==> src/rtl/axi4_lite_master.sv <==
// axi4_lite_master: serialises one command at a time into AXI4-Lite write/read transactions.
// Optional AXIL_MASTER_STATS_EN adds saturating 16-bit handshake/error counters.
module axi4_lite_master #(
  parameter int C_M_AXI_ADDR_WIDTH = 4,
  parameter int C_M_AXI_DATA_WIDTH = 32
) (
  input  logic                            M_AXI_ACLK,
  input  logic                            M_AXI_ARESETN,
`ifdef AXIL_MASTER_STATS_EN
  output logic [15:0]                     stat_wr_count,
  output logic [15:0]                     stat_rd_count,
  output logic [15:0]                     stat_err_count,
`endif
  input  logic                            cmd_valid,
  output logic                            cmd_ready,
  input  logic                            cmd_write,
  input  logic [C_M_AXI_ADDR_WIDTH-1:0]   cmd_addr,
  input  logic [C_M_AXI_DATA_WIDTH-1:0]   cmd_wdata,
  input  logic [C_M_AXI_DATA_WIDTH/8-1:0] cmd_wstrb,
  output logic                            rsp_valid,
  input  logic                            rsp_ready,
  output logic                            rsp_write,
  output logic [1:0]                      rsp_resp,
  output logic [C_M_AXI_DATA_WIDTH-1:0]   rsp_rdata,
  output logic [C_M_AXI_ADDR_WIDTH-1:0]   M_AXI_AWADDR,
  output logic [2:0]                      M_AXI_AWPROT,
  output logic                            M_AXI_AWVALID,
  input  logic                            M_AXI_AWREADY,
  output logic [C_M_AXI_DATA_WIDTH-1:0]   M_AXI_WDATA,
  output logic [C_M_AXI_DATA_WIDTH/8-1:0] M_AXI_WSTRB,
  output logic                            M_AXI_WVALID,
  input  logic                            M_AXI_WREADY,
  input  logic [1:0]                      M_AXI_BRESP,
  input  logic                            M_AXI_BVALID,
  output logic                            M_AXI_BREADY,
  output logic [C_M_AXI_ADDR_WIDTH-1:0]   M_AXI_ARADDR,
  output logic [2:0]                      M_AXI_ARPROT,
  output logic                            M_AXI_ARVALID,
  input  logic                            M_AXI_ARREADY,
  input  logic [C_M_AXI_DATA_WIDTH-1:0]   M_AXI_RDATA,
  input  logic [1:0]                      M_AXI_RRESP,
  input  logic                            M_AXI_RVALID,
  output logic                            M_AXI_RREADY
);
  typedef enum logic [2:0] {IDLE, WR_REQ, WR_RESP, RD_REQ, RD_RESP, RSP} state_t;
  state_t state, state_n;
  logic accept, aw_left, w_left, b_hs, r_hs;
  assign accept = cmd_valid && cmd_ready;
  assign aw_left = M_AXI_AWVALID && !M_AXI_AWREADY;
  assign w_left = M_AXI_WVALID && !M_AXI_WREADY;
  assign b_hs = M_AXI_BVALID && M_AXI_BREADY;
  assign r_hs = M_AXI_RVALID && M_AXI_RREADY;
  assign M_AXI_AWPROT = 3'b000;
  assign M_AXI_ARPROT = 3'b000;
  always_comb begin
    state_n = state;
    unique case (state)
      IDLE:    state_n = accept ? (cmd_write ? WR_REQ : RD_REQ) : IDLE;
      WR_REQ:  state_n = (aw_left || w_left) ? WR_REQ : WR_RESP;
      WR_RESP: state_n = M_AXI_BVALID ? RSP : WR_RESP;
      RD_REQ:  state_n = M_AXI_ARREADY ? RD_RESP : RD_REQ;
      RD_RESP: state_n = M_AXI_RVALID ? RSP : RD_RESP;
      RSP:     state_n = rsp_ready ? IDLE : RSP;
      default: state_n = IDLE;
    endcase
  end
  // AW and W valids are separate flops so each can retire on its own handshake
  always_ff @(posedge M_AXI_ACLK) begin
    if (!M_AXI_ARESETN) begin
      state         <= IDLE;
      cmd_ready     <= 1'b0;
      rsp_valid     <= 1'b0;
      rsp_write     <= 1'b0;
      rsp_resp      <= 2'b00;
      rsp_rdata     <= '0;
      M_AXI_AWADDR  <= '0;
      M_AXI_AWVALID <= 1'b0;
      M_AXI_WDATA   <= '0;
      M_AXI_WSTRB   <= '0;
      M_AXI_WVALID  <= 1'b0;
      M_AXI_BREADY  <= 1'b0;
      M_AXI_ARADDR  <= '0;
      M_AXI_ARVALID <= 1'b0;
      M_AXI_RREADY  <= 1'b0;
    end else begin
      state         <= state_n;
      cmd_ready     <= state_n == IDLE;
      M_AXI_AWVALID <= (accept && cmd_write) || aw_left;
      M_AXI_WVALID  <= (accept && cmd_write) || w_left;
      M_AXI_BREADY  <= state_n == WR_RESP;
      M_AXI_ARVALID <= state_n == RD_REQ;
      M_AXI_RREADY  <= state_n == RD_RESP;
      rsp_valid     <= state_n == RSP;
      if (accept) begin
        M_AXI_AWADDR <= cmd_addr;
        M_AXI_ARADDR <= cmd_addr;
        M_AXI_WDATA  <= cmd_wdata;
        M_AXI_WSTRB  <= cmd_wstrb;
      end
      if (b_hs) begin
        rsp_write <= 1'b1;
        rsp_resp  <= M_AXI_BRESP;
        rsp_rdata <= '0;
      end
      if (r_hs) begin
        rsp_write <= 1'b0;
        rsp_resp  <= M_AXI_RRESP;
        rsp_rdata <= M_AXI_RDATA;
      end
    end
  end
`ifdef AXIL_MASTER_STATS_EN
  logic err_hs;
  assign err_hs = (b_hs && M_AXI_BRESP != 2'b00) || (r_hs && M_AXI_RRESP != 2'b00);
  always_ff @(posedge M_AXI_ACLK) begin
    if (!M_AXI_ARESETN) begin
      stat_wr_count  <= '0;
      stat_rd_count  <= '0;
      stat_err_count <= '0;
    end else begin
      if (b_hs && stat_wr_count != 16'hFFFF) stat_wr_count <= stat_wr_count + 16'd1;
      if (r_hs && stat_rd_count != 16'hFFFF) stat_rd_count <= stat_rd_count + 16'd1;
      if (err_hs && stat_err_count != 16'hFFFF) stat_err_count <= stat_err_count + 16'd1;
    end
  end
`endif
endmodule

==> config.mk <==
export PLATFORM = sky130hd
export DESIGN_NAME = axi4_lite_master
export DESIGN_NICKNAME = d
export VERILOG_FILES = /design/src/rtl/axi4_lite_master.sv
export SDC_FILE = /design/constraint.sdc
export NUM_CORES = 1
export LEC_CHECK = 0
export BUFFER_PORTS_ARGS = -buffer_cell sky130_fd_sc_hd__clkbuf_2
export CAP_MARGIN = 20
export CELL_PAD_IN_SITES_DETAIL_PLACEMENT = 1
export CELL_PAD_IN_SITES_GLOBAL_PLACEMENT = 2
export CORE_UTILIZATION = 25
export CTS_CLUSTER_DIAMETER = 30
export DETAILED_ROUTE_END_ITERATION = 7
export HOLD_SLACK_MARGIN = 0.03
export PLACE_DENSITY = 0.9
export SKIP_LAST_GASP = 1
export SLEW_MARGIN = 0
export SYNTH_ARGS = -nofsm -noshare
export SYNTH_HDL_FRONTEND = slang
export SYNTH_SLANG_ARGS = --single-unit
==> constraint.sdc <==
create_clock -name M_AXI_ACLK -period 3.45 [get_ports M_AXI_ACLK]
set_input_delay 0.69 -clock M_AXI_ACLK [delete_from_list [all_inputs] [get_ports M_AXI_ACLK]]
set_output_delay 0.69 -clock M_AXI_ACLK [all_outputs]
set_load 0.02 [all_outputs]
## Yosys cells after proc, flatten, opt, wreduce, memory -nomap -nowiden

Cells that the tools add are included.

- Flip-flop bits (word level): 85

- Bitwise gates (word level): 1
- Mux-type cells: 12
- Equal/unequal tests: 9
- Reduce and logical (&&, ||, !) cells: 15

Operators with widths:

| cell | count |
|---|---|
| 32-bit two-way mux | 2 |
| 3-bit case mux with 6 select lines | 1 |
| 3-bit by 2-bit equality test with 1-bit output, second input constant | 4 |
| 3-bit equality test, second input constant | 4 |
| 2-bit two-way mux | 5 |
| 3-bit two-way mux | 3 |
| 1-bit logical AND | 6 |
| 3-bit zero test | 2 |
| 3-bit by 1-bit equality test with 1-bit output, second input constant | 1 |
| 1-bit logical OR | 3 |
| 1-bit zero test | 2 |
| 2-bit nonzero test | 1 |
| 2-bit OR reduction | 1 |
| 1-bit two-way mux | 1 |
| 1-bit inverter | 1 |

## Logic depth before layout (Yosys ltp)

Gate-level depths: netlist (run 1).

- Depth in word-level cells: 6
- Mapped depth: 6
- Depth with buffers taken out: 4

## Least setup slack after synthesis (run 1)

OpenSTA, ideal clock, no wires.

- Kind: input to register
- Start point: in cmd_valid
- End point: reg cmd_ready
- Buffers on the path: 1
- Arrival time: 1.501 ns
- Stages: 5
- Slack: 1.853 ns
- Data required time: 3.354 ns
- Cells stage by stage: and2_1 > buf_6 > a2bb2oi_1 > o22ai_1 > nor4b_1

- Longest elaborated chain between the ends: 4

RTL lines:

| element | RTL line | RTL |
|---|---|---|
| from (decl) | 14 | `input logic cmd_valid,` |
| 1-bit logical AND | 48 | `assign accept = cmd_valid && cmd_ready;` |
| 2-bit two-way mux | 58 | `IDLE: state_n = accept ? (cmd_write ? WR_REQ : RD_REQ) : IDLE;` |
| 3-bit case mux with 6 select lines | 57 | `unique case (state)` |
| 3-bit zero test | 87 | `cmd_ready <= state_n == IDLE;` |
| to (signal assigned) | 71 | `cmd_ready <= 1'b0;` |
| to (signal assigned) | 87 |  |
| to (decl) | 15 | `output logic cmd_ready,` |

Every way passes these cells.
A chain may end at the register's enable or synchronous reset.

## Final worst setup path (run 1)

Same ends and word-level chain as after synthesis.

==> results.sh, run 1 <==
export IMPL_outcome="finished, final reports clean"
export IMPL_antenna_left=0
export IMPL_yosys_top_cells_count="85 x dfxtp_1, 84 x nand2_1, 46 x a21oi_1"
export IMPL_routed_wl_um=9400
export IMPL_maxCapViolCount=0
export IMPL_fin_skew_ns=0.00560
export IMPL_vdd_drop_max_mv=0.223
export IMPL_fp_dieArea_sq_um=12800
export IMPL_drt_pass1_iter_count=4
export IMPL_hold_slack_ns=0.455
export IMPL_cp_end_kind="flip-flop"
export IMPL_post_route_period_util=0.504
export IMPL_synthAdderAreaFrac=0
export IMPL_synth_main_ff_cell="dfxtp_1"
export IMPL_drc_errors=0
export IMPL_yosysTopAreaCell="dfxtp_1"
export IMPL_leakagePower_uw=0.00195
export IMPL_max_freq_ghz=0.575
export IMPL_p_sw_uw=795
export IMPL_cts_resized=0
export IMPL_rows=40
export IMPL_multi_input_area_sq_um=1210
export IMPL_finalCriticalPeriod_ns=1.74
export IMPL_synth_simple_area_share=0.187
export IMPL_final_layout_size_suffix_gt1_frac=0.379
export IMPL_synth_top_family_by_area="simple AND/OR/NAND/NOR gates"
export IMPL_post_cts_buffers=0
export IMPL_hold_viol=0
export IMPL_clock_path_buffers=2
export IMPL_grt_pass1_wl_um=15400
export IMPL_synth_seq_cells=85
export IMPL_power_density_nw_per_um2=614
export IMPL_ff_latch_area_sq_um=1700
export IMPL_grt_ovfl_total=0
export IMPL_cts_buffers=9
export IMPL_synth_top_cell_area_share=0.550
export IMPL_p_clk_frac=0.356
export IMPL_path_clk_slew_ns=0.06
export IMPL_cp_max_fo=14
export IMPL_totalNegativeSetupSlack_ns=0
export IMPL_avgRoutedWirePerCell_um=14.2
export IMPL_synthMuxAreaShare=0.0142
export IMPL_drv_slew=0
export IMPL_fillCellCount=1475
export IMPL_cts_hold_buf=0
export IMPL_seq_area_frac_synth=0.550
export IMPL_drt_iter0_drc=136
export IMPL_yosysMostFrequentCell="dfxtp_1"
export IMPL_synth_top_cells_by_area="dfxtp_1 55%, nand2_1 10%, a22oi_1 7.8%"
export IMPL_grt_antenna_before_repair=0
export IMPL_syn_instance_count=356
export IMPL_grt_setup_unrepaired="false"
export IMPL_dp_slack_ns=1.33
export IMPL_grtUsageTotal=0.152
export IMPL_start_util=0.257
export IMPL_io_pins=178
export IMPL_syn_area_per_cell_sq_um=8.69
export IMPL_cts_root_buf="clkbuf_16"
export IMPL_worst_slew_pin_slew_ns=0.520
export IMPL_dp_hpwl_um=6900
export IMPL_arrival_ns=1.95
export IMPL_syn_area_sq_um=3090
export IMPL_fin_nets=600
export IMPL_ys_async_sr_fraction=0
export IMPL_relSlewSlack=0.653
export IMPL_yosysUniqueCellTypes=36
export IMPL_gp_congestion=0.786
export IMPL_crit_required_ns=3.66
export IMPL_path_class="in2reg"
export IMPL_setup_violations=0
export IMPL_core_area_sq_um=12000
export IMPL_grt_max_degree=37
export IMPL_vias=3040
export IMPL_yosys_area_share_xor_xnor=0
export IMPL_fp_dieH_um=113
export IMPL_via_per_inst=4.58
export IMPL_synth_edf_count=0
export IMPL_antennaDiodeCount=0
export IMPL_synth_yosys_warnings=0
export IMPL_die_w_um=113
export IMPL_grt_pass1_vias=3047
export IMPL_intPower_uw=1840
export IMPL_seqPwrFrac=0.430
export IMPL_comb_power_share=0.214
export IMPL_p_sw_frac=0.302
export IMPL_cts_tree="yes"
export IMPL_worst_skew_pair_late_latency_ns=0.32
export IMPL_cp_start_kind="input pin"
export IMPL_area_growth_pct=38.7
export IMPL_clock_sinks=85
export IMPL_fin_ws_ns=1.71
export IMPL_portBuffers=171
export IMPL_synth_compound_area_frac=0.182
export IMPL_h_tree_depth=3
export IMPL_hp_class="reg2reg"
-- cells by family (layout without fill, tap and decap cells) --
kind of cell / count (synthesis) / in the layout
and+or+nand+nor: 138 / 138
AOI/OAI and AO/OA: 89 / 89
DFF: 85 / 85
buffers and inverters: 39 / 195
muxes: 4 / 4
other: 1 / 6
-- worst paths after layout --
path	depth (start not counted)	slack (ns)	from	endpoint
hold reg to reg	2	0.45	M_AXI_WDATA[2]	M_AXI_WDATA[2]
setup reg to reg	4	1.83	cmd_ready	M_AXI_BREADY
hold / removal	2	0.45	M_AXI_WDATA[2]	M_AXI_WDATA[2]
setup / recovery	5	1.71	cmd_valid	cmd_ready
-- metrics by stage --
| stage | utilization | area (sq um) | cells | power (uW) |
|---|---|---|---|---|
| 2_1_floorplan | - | 3110 | 361 | 1530 |
| 3_3_place_gp | 0.334 | 4010 | 650 | 1710 |
| 3_5_place_dp | 0.334 | 4010 | 650 | 1730 |
| 4_1_cts | 0.357 | 4290 | 664 | 2690 |
| 5_1_grt | 0.357 | 4290 | 664 | 2790 |
| 6_report | 0.357 | 4290 | 664 | 2640 |
-- power groups by stage --
stage	combinational, uW	sequential, uW	clock, uW
after floorplan	288	1240	0
after global placement	559	1150	0
after detailed placement	574	1160	0
after CTS	575	1140	982
after global routing	626	1150	1020
final	564	1130	937
-- routing by layer --
layer  GRT usage  up-vias  routed length, um
met2       0.253      111               4480
li1            -     1497                  -
met5           0        -                  0
met3      0.0402       11                622
met1       0.182     1421               4100
met4      0.0728        0                192
-- layout make-up --
type	count	area share
repair buffers	177	0.210
multi-input cells	237	0.281
well taps	147	0.0429
flip-flops and latches	85	0.397
clock inverters	2	0.00817
inverters	4	0.00350
clock buffers	12	0.0575
-- flip-flops by register name, summed over array words and instances (netlist names) --
name	cells
M_AXI_WDATA	32
rsp_rdata	32
M_AXI_ARADDR	4
M_AXI_WSTRB	4
state	3
rsp_resp	2
M_AXI_ARVALID	1
M_AXI_AWVALID	1
M_AXI_BREADY	1
M_AXI_RREADY	1
M_AXI_WVALID	1
cmd_ready	1
rsp_valid	1
rsp_write	1
-- layout by cell type, fill, tap and decap left out, drive strengths merged --
cell     instances
a31o             1
a22oi           32
nor3             1
clkbuf         183
nor3b            2
inv              4
conb             6
buf              6
a31oi            1
a21o             1
dfxtp           85
a21oi           47
nand3            3
nand2           84
o22ai            2
bufinv           1
a2bb2oi          1
nand2b           3
or2b             1
and2             3
clkinv           1
nand4            1
nor2            37
a32oi            1
a211oi           2
nand3b           1
o22a             1
nor4b            2
mux2i            4
-- worst max-delay path, cell delays in order --
cell and delay [ns]:
clkbuf_2 0.09, and2_1 0.32, a2bb2oi_1 0.28, o22ai_1 0.18, nor4b_1 0.38
No activity file was read; power rests on OpenSTA's default activity.
==> run 2: changes to the inputs <==
Settings changed: CORE_UTILIZATION 25 to 23, PLACE_DENSITY 0.9 to 0.84.
Clock period 3.45 ns to 1.65 ns, I/O delays scaled along.
==> results.sh, run 2 (synthesized netlist as in run 1, its figures left out) <==
export IMPL_h_tree_depth=3
export IMPL_crit_start="state[0]"
export IMPL_final_common_cell="clkbuf_2"
export IMPL_fin_skew_ns=0.00525
export IMPL_grt_setup_unrepaired="false"
export IMPL_drv_slew=0
export IMPL_grt_ovfl_total=0
export IMPL_hold_viol=0
export IMPL_die_w_um=118
export IMPL_totalNegativeSetupSlack_ns=0
export IMPL_antennaDiodeCount=0
export IMPL_via_per_inst=4.35
export IMPL_cp_depth=4
export IMPL_grt_max_degree=40
export IMPL_grt_antenna_before_repair=0
export IMPL_reg2reg_from="state[0]"
export IMPL_rows=42
export IMPL_antenna_left=0
export IMPL_dp_hpwl_um=6910
export IMPL_cts_resized=0
export IMPL_fp_dieH_um=118
export IMPL_post_cts_buffers=0
export IMPL_hp_class="in2reg"
export IMPL_cts_root_buf="clkbuf_16"
export IMPL_crit_required_ns=1.90
export IMPL_finalCriticalPeriod_ns=1.55
export IMPL_vdd_drop_max_mv=0.508
export IMPL_area_growth_pct=41.7
export IMPL_worst_skew_pair_late_latency_ns=0.33
export IMPL_cp_end_kind="flip-flop"
export IMPL_start_util=0.234
export IMPL_clock_path_buffers=2
export IMPL_core_area_sq_um=13200
export IMPL_slowest_stage="dfxtp_1"
export IMPL_arrival_ns=1.80
export IMPL_cts_tree="yes"
export IMPL_max_freq_ghz=0.645
export IMPL_fp_dieArea_sq_um=13900
export IMPL_top_regs="M_AXI_WDATA (32), rsp_rdata (32)"
export IMPL_grt_pass1_vias=3075
export IMPL_ff2ff_path_depth=4
export IMPL_drc_errors=0
export IMPL_crit_family="flip-flops"
export IMPL_outcome="finished, final reports clean"
export IMPL_reg2reg_setup_slack_ns=0.1
export IMPL_io_pins=178
export IMPL_path_clk_slew_ns=0.06
export IMPL_power_density_nw_per_um2=1250
export IMPL_max_stage_delay_ns=0.46
export IMPL_r2r_end="M_AXI_BREADY"
export IMPL_path_cells="mux2i_2 -> nand3b_1 -> a31o_1 -> nor4b_2"
export IMPL_drt_iter0_drc=72
export IMPL_cp_start_kind="flip-flop"
export IMPL_fin_nets=604
export IMPL_cts_hold_buf=0
export IMPL_final_cell_mix="171 x clkbuf_2, 85 x dfxtp_1, 84 x nand2_1"
export IMPL_routed_wl_um=9350
export IMPL_setup_violations=0
export IMPL_fillCellCount=1624
export IMPL_final_layout_size_suffix_gt1_frac=0.382
export IMPL_cts_buffers=9
export IMPL_clock_sinks=85
export IMPL_leakagePower_uw=0.00198
export IMPL_avgRoutedWirePerCell_um=13.4
export IMPL_portBuffers=171
export IMPL_total_power_uw=5480
export IMPL_path_class="reg2reg"
export IMPL_grtUsageTotal=0.138
export IMPL_cp_max_fo=7
export IMPL_drt_pass1_iter_count=4
export IMPL_path_buf_inv=0
export IMPL_grt_pass1_wl_um=15200
export IMPL_endpoint="M_AXI_BREADY"
export IMPL_gp_congestion=0.787
export IMPL_maxCapViolCount=0
export IMPL_vias=3042
export IMPL_post_route_period_util=0.940
==> run 2: changes by cell type in the layout (fill, tap and decap cells not counted), sizes merged <==
cell    previous run  this run
buf                6        10
bufinv             1         0
clkbuf           183       186
==> run 2: power by group <==
part           internal, uW  switching [uW]
registers              2240             124
logic                   449             777
clock network          1100             784
total                  3790            1680
==> run 2: per-stage QoR <==
stage,utilization,std cells,hold WS (ns),instance area (sq um),worst slack [ns]
6_report,0.332,699,0.214,4380,0.0985
5_1_grt,0.332,699,0.205,4380,0.00219
4_1_cts,0.332,699,0.194,4380,0.0753
3_5_place_dp,0.312,683,0.450,4110,0.0998
3_3_place_gp,0.312,683,0.441,4110,0.178
2_1_floorplan,-,361,0.466,3110,0.294
==> run 2: per-layer routing <==
layer	track usage	up-vias	wire (um)
li1	-	1505	-
met5	0	-	0
met3	0.0412	12	538
met4	0.0601	0	147
met1	0.152	1430	3860
met2	0.244	95	4800
==> run 2: worst min-delay path by stage <==
stage	startpoint	endpoint	slack, ns	cells after the start
detailed placement	M_AXI_WSTRB[3]	M_AXI_WSTRB[3]	0.45	2
finish	cmd_wdata[3]	M_AXI_WDATA[3]	0.21	3
global route	cmd_wdata[12]	M_AXI_WDATA[12]	0.20	3
floorplan	cmd_wdata[0]	M_AXI_WDATA[0]	0.47	2
CTS	cmd_wdata[2]	M_AXI_WDATA[2]	0.19	3
global placement	M_AXI_WDATA[2]	M_AXI_WDATA[2]	0.44	2
==> run 2: layout make-up <==
cell class | count | area (sq um) | area share
Clock buffer | 15 | 268 | 0.0611
Clock inverter | 1 | 5.00 | 0.00114
Inverter | 4 | 15.0 | 0.00342
Multi-Input combinational cell | 237 | 1210 | 0.275
Sequential cell | 85 | 1700 | 0.388
Tap cell | 176 | 220 | 0.0502
Timing Repair Buffer | 181 | 968 | 0.221
==> run 2: worst reg2reg max path, delay by kind of cell, from the launching register on <==
family             cells  cell delay [ns]
AOI/OAI and AO/OA      1             0.28
DFF                    1             0.46
and+or+nand+nor        2             0.43
muxes                  1             0.29
